<file path="src/rtl/cdb_arbiter_pkg.sv">
// Shared Common Data Bus definitions used by the arbiter and its consumers (RoB, RS, LSB).
package cdb_arbiter_pkg;

    localparam int ROB_WIDTH_DEF  = 4;
    localparam int DATA_WIDTH_DEF = 32;

    typedef struct packed {
        logic                      en;
        logic [ROB_WIDTH_DEF-1:0]  index;
        logic [DATA_WIDTH_DEF-1:0] data;
    } cdb_bcast_t;

endpackage

</file>
<file path="src/rtl/cdb_chan_fifo.sv">
// Per-producer result FIFO; en freezes all state, clear empties it and wins over push/pop.
module cdb_chan_fifo #(
    parameter int DEPTH = 2,
    parameter int WIDTH = 36
) (
    input  logic                    clk_in,
    input  logic                    rst_in,
    input  logic                    en,
    input  logic                    clear,
    input  logic                    push,
    input  logic                    pop,
    input  logic [WIDTH-1:0]        push_data,
    output logic [WIDTH-1:0]        head,
    output logic [$clog2(DEPTH):0]  count
);
    localparam int PW = $clog2(DEPTH);
    localparam int CW = PW + 1;

    logic [PW-1:0]    wr_ptr_q, wr_ptr_d;
    logic [PW-1:0]    rd_ptr_q, rd_ptr_d;
    logic [CW-1:0]    count_q, count_d;
    logic [WIDTH-1:0] mem_q [DEPTH];
    logic [WIDTH-1:0] mem_d [DEPTH];

    always_comb begin
        wr_ptr_d = wr_ptr_q;
        rd_ptr_d = rd_ptr_q;
        count_d  = count_q;
        mem_d    = mem_q;
        if (en) begin
            if (clear) begin
                wr_ptr_d = '0;
                rd_ptr_d = '0;
                count_d  = '0;
            end else begin
                if (push) begin
                    mem_d[wr_ptr_q] = push_data;
                    wr_ptr_d        = wr_ptr_q + PW'(1);
                end
                if (pop) begin
                    rd_ptr_d = rd_ptr_q + PW'(1);
                end
                if (push && !pop) begin
                    count_d = count_q + CW'(1);
                end else if (pop && !push) begin
                    count_d = count_q - CW'(1);
                end
            end
        end
    end

    always_ff @(posedge clk_in or negedge rst_in) begin
        if (!rst_in) begin
            wr_ptr_q <= '0;
            rd_ptr_q <= '0;
            count_q  <= '0;
        end else begin
            wr_ptr_q <= wr_ptr_d;
            rd_ptr_q <= rd_ptr_d;
            count_q  <= count_d;
        end
    end

    // Storage needs no reset: an entry is only read after it has been written.
    always_ff @(posedge clk_in) begin
        mem_q <= mem_d;
    end

    assign head  = mem_q[rd_ptr_q];
    assign count = count_q;

endmodule

</file>
<file path="src/rtl/cdb_arbiter.sv">
// Round-robin CDB arbiter: N producer FIFOs drained one result per cycle onto a registered broadcast.
module cdb_arbiter
    import cdb_arbiter_pkg::*;
#(
    parameter int RoB_WIDTH  = ROB_WIDTH_DEF,
    parameter int N_SRC      = 3,
    parameter int FIFO_DEPTH = 2,
    parameter int DATA_WIDTH = DATA_WIDTH_DEF
) (
    input  logic                                     clk_in,
    input  logic                                     rst_in,
    input  logic                                     rdy_in,
    input  logic                                     flush_signal,
    input  logic [N_SRC-1:0]                         src_valid,
    input  logic [N_SRC*RoB_WIDTH-1:0]               src_index,
    input  logic [N_SRC*DATA_WIDTH-1:0]              src_data,
    output logic [N_SRC-1:0]                         src_ready,
    output logic                                     cdb_en,
    output logic [RoB_WIDTH-1:0]                     cdb_index,
    output logic [DATA_WIDTH-1:0]                    cdb_data,
    output logic [$clog2(N_SRC)-1:0]                 cdb_src,
    output logic [$clog2(N_SRC*FIFO_DEPTH+1)-1:0]    pending,
    output logic                                     err_overflow
);
    localparam int SW  = $clog2(N_SRC);
    localparam int SW1 = SW + 1;
    localparam int CW  = $clog2(FIFO_DEPTH) + 1;
    localparam int PNW = $clog2(N_SRC*FIFO_DEPTH+1);
    localparam int EW  = RoB_WIDTH + DATA_WIDTH;

    logic [N_SRC-1:0][CW-1:0] cnt_w;
    logic [N_SRC-1:0][EW-1:0] head_w;
    logic [N_SRC-1:0]         nonempty, push, pop, err_hit;
    logic                     accept;
    logic [SW:0]              pick;
    logic                     found;
    logic [SW-1:0]            win;
    logic [SW1-1:0]           win_inc;
    logic [EW-1:0]            win_head;

    logic                  cdb_en_q, cdb_en_d;
    logic [RoB_WIDTH-1:0]  cdb_index_q, cdb_index_d;
    logic [DATA_WIDTH-1:0] cdb_data_q, cdb_data_d;
    logic [SW-1:0]         cdb_src_q, cdb_src_d;
    logic [SW-1:0]         rr_ptr_q, rr_ptr_d;
    logic [PNW-1:0]        pending_q, pending_d;
    logic                  err_q, err_d;

    // First non-empty channel at or after start, wrapping; MSB of the result flags a hit.
    function automatic logic [SW:0] rr_search(input logic [N_SRC-1:0] ne, input logic [SW-1:0] start);
        logic [SW:0]    res;
        logic [SW1-1:0] pos;
        logic [SW-1:0]  c;
        res = '0;
        for (int k = 0; k < N_SRC; k++) begin
            pos = {1'b0, start} + SW1'(k);
            if (pos >= SW1'(N_SRC)) begin
                pos = pos - SW1'(N_SRC);
            end
            c = pos[SW-1:0];
            if (!res[SW] && ne[c]) begin
                res = {1'b1, c};
            end
        end
        return res;
    endfunction

    assign accept = rdy_in && !flush_signal;

    for (genvar g = 0; g < N_SRC; g++) begin : g_chan
        assign nonempty[g]  = (cnt_w[g] != '0);
        assign src_ready[g] = accept && (cnt_w[g] < CW'(FIFO_DEPTH));
        assign push[g]      = src_valid[g] && src_ready[g];
        assign pop[g]       = accept && found && (win == SW'(g));
        assign err_hit[g]   = accept && src_valid[g] && !src_ready[g];

        cdb_chan_fifo #(
            .DEPTH (FIFO_DEPTH),
            .WIDTH (EW)
        ) u_fifo (
            .clk_in    (clk_in),
            .rst_in    (rst_in),
            .en        (rdy_in),
            .clear     (flush_signal),
            .push      (push[g]),
            .pop       (pop[g]),
            .push_data ({src_index[g*RoB_WIDTH +: RoB_WIDTH], src_data[g*DATA_WIDTH +: DATA_WIDTH]}),
            .head      (head_w[g]),
            .count     (cnt_w[g])
        );
    end

    assign pick     = rr_search(nonempty, rr_ptr_q);
    assign found    = pick[SW];
    assign win      = pick[SW-1:0];
    assign win_head = head_w[win];
    assign win_inc  = {1'b0, win} + SW1'(1);

    always_comb begin
        cdb_en_d    = cdb_en_q;
        cdb_index_d = cdb_index_q;
        cdb_data_d  = cdb_data_q;
        cdb_src_d   = cdb_src_q;
        rr_ptr_d    = rr_ptr_q;
        pending_d   = pending_q;
        err_d       = err_q | (|err_hit);
        if (rdy_in) begin
            if (flush_signal) begin
                cdb_en_d  = 1'b0;
                rr_ptr_d  = '0;
                pending_d = '0;
            end else begin
                cdb_en_d  = found;
                pending_d = pending_q + PNW'($countones(push)) - PNW'(found);
                if (found) begin
                    cdb_index_d = win_head[EW-1 -: RoB_WIDTH];
                    cdb_data_d  = win_head[DATA_WIDTH-1:0];
                    cdb_src_d   = win;
                    rr_ptr_d    = (win_inc == SW1'(N_SRC)) ? '0 : win_inc[SW-1:0];
                end
            end
        end
    end

    always_ff @(posedge clk_in or negedge rst_in) begin
        if (!rst_in) begin
            cdb_en_q    <= 1'b0;
            cdb_index_q <= '0;
            cdb_data_q  <= '0;
            cdb_src_q   <= '0;
            rr_ptr_q    <= '0;
            pending_q   <= '0;
            err_q       <= 1'b0;
        end else begin
            cdb_en_q    <= cdb_en_d;
            cdb_index_q <= cdb_index_d;
            cdb_data_q  <= cdb_data_d;
            cdb_src_q   <= cdb_src_d;
            rr_ptr_q    <= rr_ptr_d;
            pending_q   <= pending_d;
            err_q       <= err_d;
        end
    end

    assign cdb_en       = cdb_en_q;
    assign cdb_index    = cdb_index_q;
    assign cdb_data     = cdb_data_q;
    assign cdb_src      = cdb_src_q;
    assign pending      = pending_q;
    assign err_overflow = err_q;

endmodule
</file>
<file path="config.mk">
export PLATFORM = sky130hd
export DESIGN_NAME = cdb_arbiter
export DESIGN_NICKNAME = d
export VERILOG_FILES = /design/src/rtl/cdb_arbiter_pkg.sv /design/src/rtl/cdb_chan_fifo.sv /design/src/rtl/cdb_arbiter.sv
export SDC_FILE = /design/constraint.sdc
export NUM_CORES = 1
export LEC_CHECK = 0
export BUFFER_PORTS_ARGS = -buffer_cell sky130_fd_sc_hd__buf_4
export CAP_MARGIN = 20
export CORE_ASPECT_RATIO = 0.9
export CORE_MARGIN = 2
export CORE_UTILIZATION = 40
export CTS_CLUSTER_SIZE = 30
export DETAILED_ROUTE_END_ITERATION = 8
export PLACE_DENSITY = 0.68
export SYNTH_ARGS = -nofsm -noshare
export SYNTH_HDL_FRONTEND = slang
export SYNTH_SLANG_ARGS = --single-unit
</file>
<file path="constraint.sdc">
create_clock -name clk_in -period 3.7 [get_ports clk_in]
set_clock_uncertainty 0.15 [all_clocks]
set_input_delay 0.185 -clock clk_in [delete_from_list [all_inputs] [get_ports clk_in]]
set_output_delay 0.185 -clock clk_in [all_outputs]
set_load 0.005 [all_outputs]
</file>
==> results of run 1 <==
flip-flops by register name, indices dropped and copies added, names as in the netlist:
signal and flops:
rr_ptr_q 2, cdb_en 1, g_chan.u_fifo.wr_ptr_q 3, cdb_index 4
g_chan.u_fifo.count 6, g_chan.u_fifo.mem_q 216, err_overflow 1, cdb_src 2
pending 3, g_chan.u_fifo.rd_ptr_q 3, cdb_data 32
placed cells by master (no fill, tap or decap), types with 3 or more instances in the layout:
cell	n
o22ai_1	44
nor2_4	6
edfxtp_1	216
a21oi_1	44
nor3b_2	3
nand3_1	6
nand2b_1	3
inv_2	3
nand2_1	42
clkbuf_1	11
dlygate4sd3_1	116
dfrtp_2	3
o21ai_0	6
o211ai_1	3
buf_12	3
clkbuf_16	29
a21o_1	3
inv_1	19
clkinv_2	8
o21ai_1	23
nor2_1	11
mux2i_1	73
o21ai_2	14
nor2b_1	6
dfrtp_1	54
buf_4	190
mux2_2	36
worst max-delay path: stages, from the launching register on:
cell     delay, ps
dfrtp_1        410
inv_2          100
ha_4           220
and3_4         180
a31oi_4        150
nand4_1        190
inv_2          120
ha_4           200
fa_1           460
inv_1           70
ha_1           130
inv_1           50
fa_2           360
xnor2_2        160
xnor2_2        200
nor3b_2         70
a21oi_1        110
o22ai_1         80
final timing paths:
check                      depth (start not counted)  slack (ps)                               endpoint                     from
max                                               17         170                 pending[2]$_DFFE_PN0P_  rr_ptr_q[0]$_DFFE_PN0P_
min                                                2         100                     cdb_en$_DFFE_PN0P_                   rst_in
max reg2reg                                       17         170                 pending[2]$_DFFE_PN0P_  rr_ptr_q[0]$_DFFE_PN0P_
min reg2reg                                        2         330                cdb_data[0]$_DFFE_PN0N_  cdb_data[0]$_DFFE_PN0N_
max in group asynchronous                          2        2690  g_chan[1].u_fifo.rd_ptr_q$_DFFE_PN0P_                   rst_in
min in group clk_in                                2         220   g_chan[0].u_fifo.mem_q[68]$_DFFE_PP_             src_index[0]
kinds of logic after synthesis:
group | count (synthesis) | share of synthesized area [%]
adders and majority gates | 7 | 0.937
buffers and inverters | 63 | 3.05
xor gates and xnor gates | 4 | 0.320
AOI/OAI and AO/OA | 152 | 8.54
DFF | 273 | 72.3
muxes | 109 | 10.4
and+or+nand+nor | 94 | 4.52
through the flow:
stage	setup TNS, ps	hold WS [ps]
2_1_floorplan	0	-261
3_5_place_dp	-16.4	175
6_report	0	104
5_1_grt	0	201
4_1_cts	0	144
3_3_place_gp	0	169
area by class of cell:
type	count	area, um^2	area share, %
clock inverters	13	121	0.818
well taps	354	443	2.99
flip-flops and latches	273	7920	53.4
diodes	2	5.00	0.0337
inverters	22	82.6	0.557
multi-input cells	366	2830	19.1
clock buffers	41	781	5.26
repair buffers	310	2660	17.9
repair_timing:
action	in CTS	in global routing
pin swaps	1	6
gates resized for setup	1	15
setup buffers	0	5
endpoints found under the setup margin	1	1
hold endpoints to repair	290	0
hold buffers	116	0
power groups by stage:
stage,clock (uW),sequential (uW),combinational (uW)
floorplan,0,3950,2390
global placement,0,4130,3320
detailed placement,0,4140,3400
CTS,2810,4080,3530
global route,2950,4130,4030
finish,2750,4070,3680
layer usage:
metal / part of all wire, % / up-vias / wire length, um
met2: 49 / 200 / 12500
met3: 6.2 / 37 / 1570
met1: 42 / 3357 / 10700
met5: 0 / - / 0
met4: 2.0 / 0 / 517
li1: - / 3283 / -
==> impl_summary.md, run 1 <==
Synth
Yosys attributes the largest share of cell area to edfxtp_1, dfrtp_1, mux2i_1. The number of enable-type register cells in the synthesized netlist is about 220. Counting every net in the synthesized netlist gives 824. The number of library cell types mapped by synthesis is 51. Among all flip-flop cells after synthesis, the most frequent one is edfxtp_1. The mean cell area of the mapped netlist is roughly 16 um^2. The synthesized cell area is ~11000 um^2. The share of synthesized area occupied by flip-flops and latches is between 70 and 80%.

The synthesized design contains ~270 register bits. After synthesis, the most frequently instantiated cells are edfxtp_1, mux2i_1, dfrtp_1. The biggest area contributor in the post-synthesis netlist is edfxtp_1. The count of yosys warnings during synthesis is 0. The synthesized design devotes to its leading area cell type a little under 60% of total area. The async set or reset register ratio after synthesis is roughly a fifth.

In the post-synthesis netlist, the cell with the most instances is edfxtp_1. After technology mapping, the gate count stands at 702.

Timing
The count of endpoints failing setup in the final report is 0. The minimum period implied by the final worst setup slack is ~3500 ps. The headroom to the max-slew limit is about a third. The measured slew at the worst slew-check pin is 1030 ps. The number of hold violations in the final report is 0. The fmax is about 0.28 GHz. Setup repair after global routing left no endpoint under its margin.

After layout, the worst path uses approximately 95% of the clock period. Setup slack closes at between 150 and 200 ps. The final number of max-transition violations is 0.

Die
For this configuration, the core starts out at a cell density of 40.6%. Row generation in the floorplan step produced 57 rows. The die span in y is between 150 and 200 um. The horizontal extent of the die is between 150 and 200 um. The die footprint is 28700 um^2.

The boundary pin count is roughly 160. After floorplanning, the core was sized to cover between 20000 and 30000 um^2.

Clock network
CTS placed an instance of clkbuf_16 at the clock tree root. The count of clock tree sinks is 273. No sink is reached through more buffers than the 3 on the longest clock path. The number of buffers created by CTS is 29. The depth of the CTS H-tree is 1. The CTS tree is yes.

Clock-pin slew was measured on the worst setup and hold paths at 60 ps. The source-to-sink clock delay at the later pin of the worst-skew pair is 540 ps.

Cells and area
Counting the fill cells in the layout gives roughly 2200. The share of post-route cells with drive strength above 1 is 31.0%. The final core utilization is between 50 and 60%. With fillers left out, the area of the finished cells amounts to 14800 um^2. The growth of design area from synthesis to finish is 35.5%.

Once layout is complete, the cells apart from fillers number roughly 1400. For this run, the post-layout net count is roughly 1100.

Pwr
Combinational logic burns 35.0% of the power. The leakage power of the design is 0.00560 uW. Dividing total power by cell area gives a power density of 707 nW/um^2. The net switching power figure is around 3400 uW. The power consumption is 10500 uW.

The cell internal power dissipation is about 7000 uW. The net switching fraction of the power is 32.8%. Sequential cells burn about two fifths of the power.

The largest vdd supply drop is about 0.00034 V. The clock network fraction of design power is between 20% and 30%.

Global routing
The global-route usage over all layers is 17.4%. The first-pass GRT wire length is about 39000 um. The largest net degree at the start of global routing is 58.

The number of antenna violations at the first check in global routing is 2. The number of global-route vias before repair is between 7000 and 8000. Global routing used around 23% of the available met1 tracks. The layer flagged by global routing as most heavily used is met2. The total global routing overflow is 0. The routing usage on met2 is approximately 30%. The met3 layer usage reported by global route is 3.36%.

Worst setup path
The worst setup path is captured at a flop. At the worst endpoint, the required time is just under 4000 ps. The worst setup path is of the reg -> reg kind. At the worst endpoint, the arrival time is roughly 3800 ps. STA classifies the critical path startpoint as a flop. Of all nets on the critical path, the largest fanout is 3.

Place
The count of port buffers added during placement is 160. The worst slack at placement is -16.4 ps. The placed standard-cell area is ~13000 um^2.

Including well taps, the total number of placed cells is ~1200. At the end of routability-driven placement, the weighted congestion stood at between 0.8 and 0.9. Once detailed placement completed, the half-perimeter wirelength came to ~16000 um.

Drt
The iteration count of the initial detailed-routing pass is 5. The via count is around 7000. The DRC violation count after routing is 0.

The total length of routed wires is between 20000 and 30000 um. The via density per instance is 4.98. The final antenna-violating net count is 0. Dividing the detail-routed wire length by the instance count gives ~18 um. The detailed router finished its first iteration with about 420 violations.

Hold path
In this run the worst hold path is classified as in -> async.

Run
The max capacitance violation total is 0.

Run status
The flow ran to the end, and the final reports show no timing, DRC or antenna violations.
Power figures use the tool's default switching activity.
==> run 2: changes to the inputs <==
- CORE_ASPECT_RATIO: 0.9 -> 0.7
==> impl_summary.md, run 2 (synthesis results as in run 1) <==
Run status
The flow ran to the end, and the final reports show no timing, DRC or antenna violations.

Cells and area
Ranked by flip-flop count, first place goes to g_chan.u_fifo.mem_q. The share of post-route cells with drive strength above 1 is 30.4% (-0.66 points). The final core utilization was 54.9% (-0.11 points).

The final net count is 1122 (-0.18%). The top cell types in the final layout, fill and taps aside, are edfxtp_1, buf_4, dlygate4sd3_1. The commonest non-fill, non-tap cell in the layout is edfxtp_1.

The number of flip-flops under the largest register name is 216 (unchanged). The growth of design area from synthesis to finish is 34.6%.

Timing
The final number of max-transition violations is 0 (unchanged). The measured slew at the worst slew-check pin is 1080 ps (+45.3 ps). The fmax is 0.284 GHz (+0.38%).

The minimum period implied by the final worst setup slack is 3520 ps (-13.3 ps). The post-route clock period utilization came to 95.1% (-0.36 points). The number of hold violations in the final report was 0 (unchanged). The headroom to the max-slew limit is 28.3% (-3.0 points). Setup repair after global routing left no endpoint under its margin.

The count of endpoints failing setup in the final report is 0 (unchanged). The post-route setup TNS was 0 ps (unchanged).

Run
The max capacitance violation total is 0 (unchanged).

Clock network
The worst-case clock buffer depth was 3 (unchanged). The source-to-sink clock delay at the later pin of the worst-skew pair is 550 ps (about the same). The clock transition at the register clock pins on the worst setup and hold paths after CTS is 60 ps (about the same). The count of clock tree sinks is 273 (unchanged). In this run the clock root is driven by a clkbuf_16. The number of buffers created by CTS is 27 (-6.9%). TritonCTS built the clock tree. The depth of the CTS H-tree came to 1 (unchanged).

Pwr
The cell internal power dissipation is 6820 uW (-3.2%). The clock network fraction of design power is 25.5% (-0.7 points). The power consumption came to 10300 uW (-1.7%).

The largest vdd supply drop came to 0.000442 V (+30%). The leakage power of the design is 0.00554 uW (-1.1%). The register share of total power is 39.4% (+0.6 points). The part of the total power dissipated in combinational logic is 35.1% (about the same). The net switching power figure is 3500 uW (+1.4%). The net switching fraction of the power was 33.9% (+1.0 points). The areal power density over the cells is 700 nW/um^2 (-1.0%).

Place
The final HPWL from detailed placement is 16600 um (+5.6%). The count of port buffers added during placement came to 160 (unchanged). The final weighted congestion in routability-driven placement is 0.821 (about the same).

Worst setup path
The worst register-to-register path begins at rr_ptr_q[0]$_DFFE_PN0P_. The worst setup path is launched from a flop. The worst endpoint required time is 3980 ps (about the same).

The largest driver fanout on the critical path is 8 (+5). The endpoint type of the worst setup path is a flop. The start point of the critical path is rr_ptr_q[0]$_DFFE_PN0P_. The worst path arrival time was 3800 ps (about the same). The critical path in this run is classified as reg -> reg. The slack of the worst reg-to-reg path is 180 ps (about the same).

Global routing
The total global routing overflow is 0 (unchanged). The number of global-route vias before repair is 7252 (+0.75%). The number of antenna violations at the first check in global routing is 3 (+1).

The first-pass GRT wire length is 42200 um (+8.6%). The largest net degree at the start of global routing is 58 (unchanged). The global-route usage over all layers is 19.3% (+1.9 points).

Die
The die span in y is 142 um (-12%). The boundary pin count was 161 (unchanged). The cell row count is 50 (-12%). The area of the core is 26800 um^2 (-0.45%). The initial cell density of the core is 40.8% (+0.18 points). The horizontal extent of the die is 202 um (+13%). The die footprint was 28700 um^2 (about the same).

Drt
The iteration count of the initial detailed-routing pass was 5 (unchanged). The total length of routed wires is 27800 um (+9.8%). The via count was 7109 (+3.4%). The final antenna-violating net count was 0 (unchanged).

The number of DRC violations after detailed-routing iteration 0 is 508 (+22%). The average wire per cell in the routed design is 20.0 um (+9.3%). The DRC violation count after routing came to 0 (unchanged). The via density per instance was 5.12 (+2.9%).

Hold path
The min-delay analysis places its worst path in the category in -> async.
==> run 2: changes by cell type in the layout (fill, tap and decap cells not counted), moves of 2 or more <==
cell | previous run | this run
clkbuf_8 | 1 | 3
clkbuf_1 | 11 | 4
buf_4 | 190 | 194
clkbuf_16 | 29 | 27
clkinvlp_4 | 0 | 3
clkinv_1 | 1 | 6
inv_1 | 19 | 21
dlygate4sd3_1 | 116 | 114
inv_2 | 3 | 1
xnor2_1 | 2 | 4
xnor2_2 | 2 | 0
clkinv_2 | 8 | 4
==> run 2: cell type report <==
cell class / instances / area [um^2]
Fill cell: 2183 / 12100
Sequential cell: 273 / 7920
Multi-Input combinational cell: 366 / 2790
Timing Repair Buffer: 310 / 2640
Clock buffer: 34 / 732
Tap cell: 364 / 455
Clock inverter: 16 / 120
Inverter: 22 / 82.6
Antenna cell: 3 / 7.51
==> run 2: power by group through the flow <==
stage | Combinational [uW] | Sequential (uW) | Clock, uW
global placement | 3410 | 4110 | 0
finish | 3630 | 4060 | 2630
CTS | 3580 | 4060 | 2690
global route | 3960 | 4110 | 2820
detailed placement | 3470 | 4120 | 0
floorplan | 2390 | 3950 | 0
==> run 2: worst max-delay path, stage by stage, from the launching register on <==
cell and delay, ps:
dfrtp_1 410, inv_2 100, ha_4 210, buf_4 160, a31oi_4 170, nand4_1 150, inv_1 100, ha_1 250
fa_1 470, inv_1 70, ha_1 130, inv_1 40, fa_1 370, xnor2_1 190, xnor2_1 150, nor3b_1 70
a21oi_1 110, o22ai_1 70
==> run 2: worst paths after layout <==
check | endpoint | cells past startpoint
worst max-delay path | pending[2]$_DFFE_PN0P_ | 17
worst max register to register | pending[2]$_DFFE_PN0P_ | 17
worst min-delay path | cdb_data[7]$_DFFE_PN0N_ | 2
worst min register to register | cdb_data[3]$_DFFE_PN0N_ | 2
min in group clk_in | g_chan[2].u_fifo.mem_q[36]$_DFFE_PP_ | 2
max in group asynchronous | g_chan[2].u_fifo.rd_ptr_q$_DFFE_PN0P_ | 2
==> run 2: what timing repair did <==
| item | in CTS | in global routing |
|---|---|---|
| pin swaps | 0 | 6 |
| gates resized for setup | 1 | 5 |
| setup endpoints to repair | 1 | 1 |
| gates cloned | 0 | 0 |
| buffers inserted | 0 | 4 |
| hold buffers | 114 | 0 |
| hold endpoints to repair | 291 | 0 |
==> run 2: metal layers <==
metal / share of wire, % / track usage [%] / wire length, um / vias up
met3: 6.3 / 3.75 / 1740 / 37
li1: - / - / - / 3278
met2: 46 / 31.2 / 12700 / 253
met4: 1.7 / 4.22 / 475 / 0
met1: 46 / 27.4 / 12900 / 3541
met5: 0 / 0 / 0 / -
==> run 2: metrics by stage <==
stage               area [um^2]  std cells  hold slack (ps)  setup WS [ps]
global placement          12700       1217              197            118
global route              14700       1388              203           17.8
floorplan                 11000        702             -261           84.8
finish                    14700       1388              168            182
CTS                       14700       1381              175           39.4
detailed placement        12700       1217              206        -0.0646
==> run 3: changes to the inputs <==
- ABC_AREA: default -> 1
- MAX_ROUTING_LAYER: default -> met4
==> impl_summary.md, run 3 <==
Synth
The count of yosys warnings during synthesis is 0 (unchanged). The area share of the largest cell type after synthesis is 58.7% (-0.49 points). The count of mapped cells out of synthesis is 904 (+29%). The synthesized cell area is 11000 um^2 (+0.83%).

The number of enable-type register cells in the synthesized netlist is 216 (unchanged). The number of nets in the synthesized netlist was 1026 (+25%). The number of library cell types mapped by synthesis is 36 (-29%). The mean cell area of the mapped netlist is 12.2 um^2 (-22%). The library cell occupying the most area in the post-synthesis netlist is edfxtp_1. The async set or reset register ratio after synthesis is 20.9% (unchanged).

Counting instances in the post-synthesis netlist gives the leading cell types as nand2_1, edfxtp_1, dfrtp_1. The share of synthesized area occupied by flip-flops and latches is 71.7% (-0.60 points). The most used flip-flop cell after synthesis is edfxtp_1. The most frequent cell after synthesis is nand2_1. The synthesis-stage register bit count is 273 (unchanged). Yosys attributes the largest share of cell area to edfxtp_1, dfrtp_1, nand2_1.

Clock network
The clock transition at the register clock pins on the worst setup and hold paths after CTS came to 60 ps (about the same). The root buffer cell chosen for the clock tree is clkbuf_16. The number of buffers created by CTS came to 27 (unchanged). The count of clock tree sinks is 273 (unchanged). The depth of the CTS H-tree was 1 (unchanged).

The cts-stage hold buffer count is 113 (-0.88%). The worst-case clock buffer depth was 3 (unchanged). The source-to-sink clock delay at the later pin of the worst-skew pair was 530 ps (-20 ps). The CTS tree is yes. The post-CTS setup repair buffer count is 0 (unchanged). The post-cts resize count is 0 (-1).

Drt
The iteration count of the initial detailed-routing pass came to 5 (unchanged). The DRC violation count after routing is 0 (unchanged). The total length of routed wires came to 29900 um (+7.8%).

The final antenna-violating net count is 0 (unchanged). The via count is 7745 (+8.9%). The average wire per cell in the routed design is 19.1 um (-4.7%).

The number of DRC violations after detailed-routing iteration 0 was 458 (-9.8%). The via density per instance is 4.93 (-3.7%).

Global routing
The routing usage on met2 is 34.3% (+3.2 points). The number of global-route vias before repair is 7731 (+6.6%). The number of antenna violations at the first check in global routing is 1 (-2). The largest net degree at the start of global routing is 58 (unchanged). The met1 demand-to-capacity share in global routing is 29.2% (+1.8 points). The total global routing overflow is 0 (unchanged). The met3 layer usage reported by global route is 3.19% (-0.56 points). The first-pass GRT wire length was 44800 um (+6.3%). The global-route usage over all layers is 21.3% (+1.9 points). The layer flagged by global routing as most heavily used is met2.

Pwr
The register share of total power is 35.9% (-3.5 points). The part of the total power dissipated in combinational logic is 38.7% (+3.6 points). The net switching power figure is 4200 uW (+20%).

The leakage power of the design came to 0.00592 uW (+6.9%). The clock network fraction of design power is 25.3% (-0.2 points). The largest vdd supply drop is 0.000452 V (+2.0%). The net switching fraction of the power was 37.9% (+4.0 points). The cell internal power dissipation is 6890 uW (+1.0%). The areal power density over the cells is 753 nW/um^2 (+7.5%).

Cells and area
The share of post-route cells with drive strength above 1 came to 23.2% (-7.2 points). The total of fill cells in the finished design is 2229 (+2.1%). Leaving out fill and tap cells, the most frequent cells in the layout are nand2_1, edfxtp_1, buf_4.

The flip-flop and latch area is 7920 um^2 (unchanged). The library cell used most frequently in the layout, excluding fill and tap cells, is nand2_1. The area of the multi-input gates is 2780 um^2 (-0.40%). The number of flip-flops under the largest register name was 216 (unchanged). The final net count is 1306 (+16%). More flip-flops sit in one register than any other, and that register is g_chan.u_fifo.mem_q.

The growth of design area from synthesis to finish is 33.5%.

Run status
The flow ran to the end, and the final reports show no timing, DRC or antenna violations.

Place
The count of port buffers added during placement came to 160 (unchanged). The worst slack at placement is 275 ps (+276 ps). The final HPWL from detailed placement is 18200 um (+9.8%).

The final weighted congestion in routability-driven placement is 0.819 (-0.29%).

Run
The max capacitance violation total was 0 (unchanged).

Worst setup path
The worst path arrival time is 3680 ps (-120 ps). The critical path is of the reg -> reg type. The largest driver fanout on the critical path is 4 (-4).

The worst setup path is launched from a flop. The worst endpoint required time came to 3950 ps (-30 ps). Tracing the worst setup path back leads to its startpoint at rr_ptr_q[0]$_DFFE_PN0P_. The endpoint type of the worst setup path is a flop.

The worst flop-to-flop path startpoint is rr_ptr_q[0]$_DFFE_PN0P_.

Timing
Setup repair after global routing left no endpoint under its margin. The fmax came to 0.292 GHz (+2.8%). The count of endpoints failing setup in the final report came to 0 (unchanged). The final number of max-transition violations is 0 (unchanged). The final worst setup slack is 279 ps (+96.3 ps).

The minimum period implied by the final worst setup slack is 3420 ps (-96.3 ps). The measured slew at the worst slew-check pin came to 988 ps (-87.3 ps). The number of hold violations in the final report is 0 (unchanged). The headroom to the max-slew limit is 34.1% (+5.7 points). The post-route clock period utilization came to 92.5% (-2.6 points). The post-route setup TNS is 0 ps (unchanged).

Die
The initial cell density of the core was 41.0% (+0.15 points). The cell row count is 50 (unchanged). The boundary pin count is 161 (unchanged). The horizontal extent of the die is 203 um (+0.41%). The die span in y is 143 um (+0.40%). The area of the core is 27000 um^2 (+0.47%). The die footprint is 29000 um^2 (+0.81%).

Hold path
The launch instance of the worst min-delay path is src_valid[0]. The min-delay analysis places its worst path in the category in -> reg.
[run 3: cell count changes after synthesis, sizes merged, moves of 27 or more]
cell and change:
nor2 +36, mux2i -59, nand2 +258, o211ai +27
inv +32, mux2 -36, a21oi -38, o22ai -42
or2 +29
[run 3: per-stage QoR]
step,util (%),hold slack (ps),instance area [um^2],power [uW],std cells
final,54.7,59.0,14700,11100,1570
after global routing,54.7,96.4,14700,11800,1569
after CTS,54.6,42.4,14700,11200,1568
after detailed placement,47.1,202,12700,8260,1406
after global placement,47.1,195,12700,8140,1406
after floorplan,-,-261,11000,6680,904
[run 3: routing by layer]
metal	vias up	share of wire [%]
met4	0	1.4
met3	41	5.1
met2	230	47
li1	3687	-
met5	-	0
met1	3787	47
[run 3: area by class of cell]
cell class | count | share of cell area [%]
inverters | 54 | 1.41
clock inverters | 11 | 1.08
well taps | 364 | 3.09
diodes | 2 | 0.0340
flip-flops and latches | 273 | 53.7
multi-input cells | 538 | 18.8
clock buffers | 38 | 5.07
repair buffers | 290 | 16.8
[run 3: path summary, 6_finish.rpt]
kind / endpoint / slack (ps) / cells past startpoint
min in group asynchronous: err_overflow$_DFF_PN0_ / 160 / 2
min: g_chan[0].u_fifo.wr_ptr_q$_DFFE_PN0P_ / 60 / 4
max reg2reg: pending[2]$_DFFE_PN0P_ / 280 / 17
max in group asynchronous: g_chan[1].u_fifo.rd_ptr_q$_DFFE_PN0P_ / 2610 / 2
min reg2reg: cdb_src[0]$_DFFE_PN0N_ / 340 / 2
max: pending[2]$_DFFE_PN0P_ / 280 / 17
[run 3: worst max-delay path, stage by stage (launching register included)]
cell and delay [ps]:
dfrtp_1 350, inv_1 60, ha_1 340, inv_1 140, nand2_1 110, nand3_1 90, nand2_1 80, inv_1 70
nand3_2 100, ha_1 330, fa_1 470, inv_1 60, ha_1 130, inv_1 50, fa_1 370, xnor2_1 170
xnor2_1 140, o22ai_1 90
[run 3: cell families after synthesis]
family,count (synthesis),synth area share (%)
AO/OA/AOI/OAI,105,6.45
XOR/XNOR,4,0.317
adder cells (fa/ha/maj),7,0.929
buffers and inverters,93,3.59
flip-flops,273,71.7
multiplexers,14,1.27
AND/OR/NAND/NOR,408,15.8
[run 3: power by group through the flow]
stage,Clock [uW],Combinational [uW],Sequential [uW]
final,2810,4300,3990
after global routing,2990,4760,4030
after CTS,2850,4320,3990
after detailed placement,0,4210,4050
after global placement,0,4100,4040
after floorplan,0,2690,3990
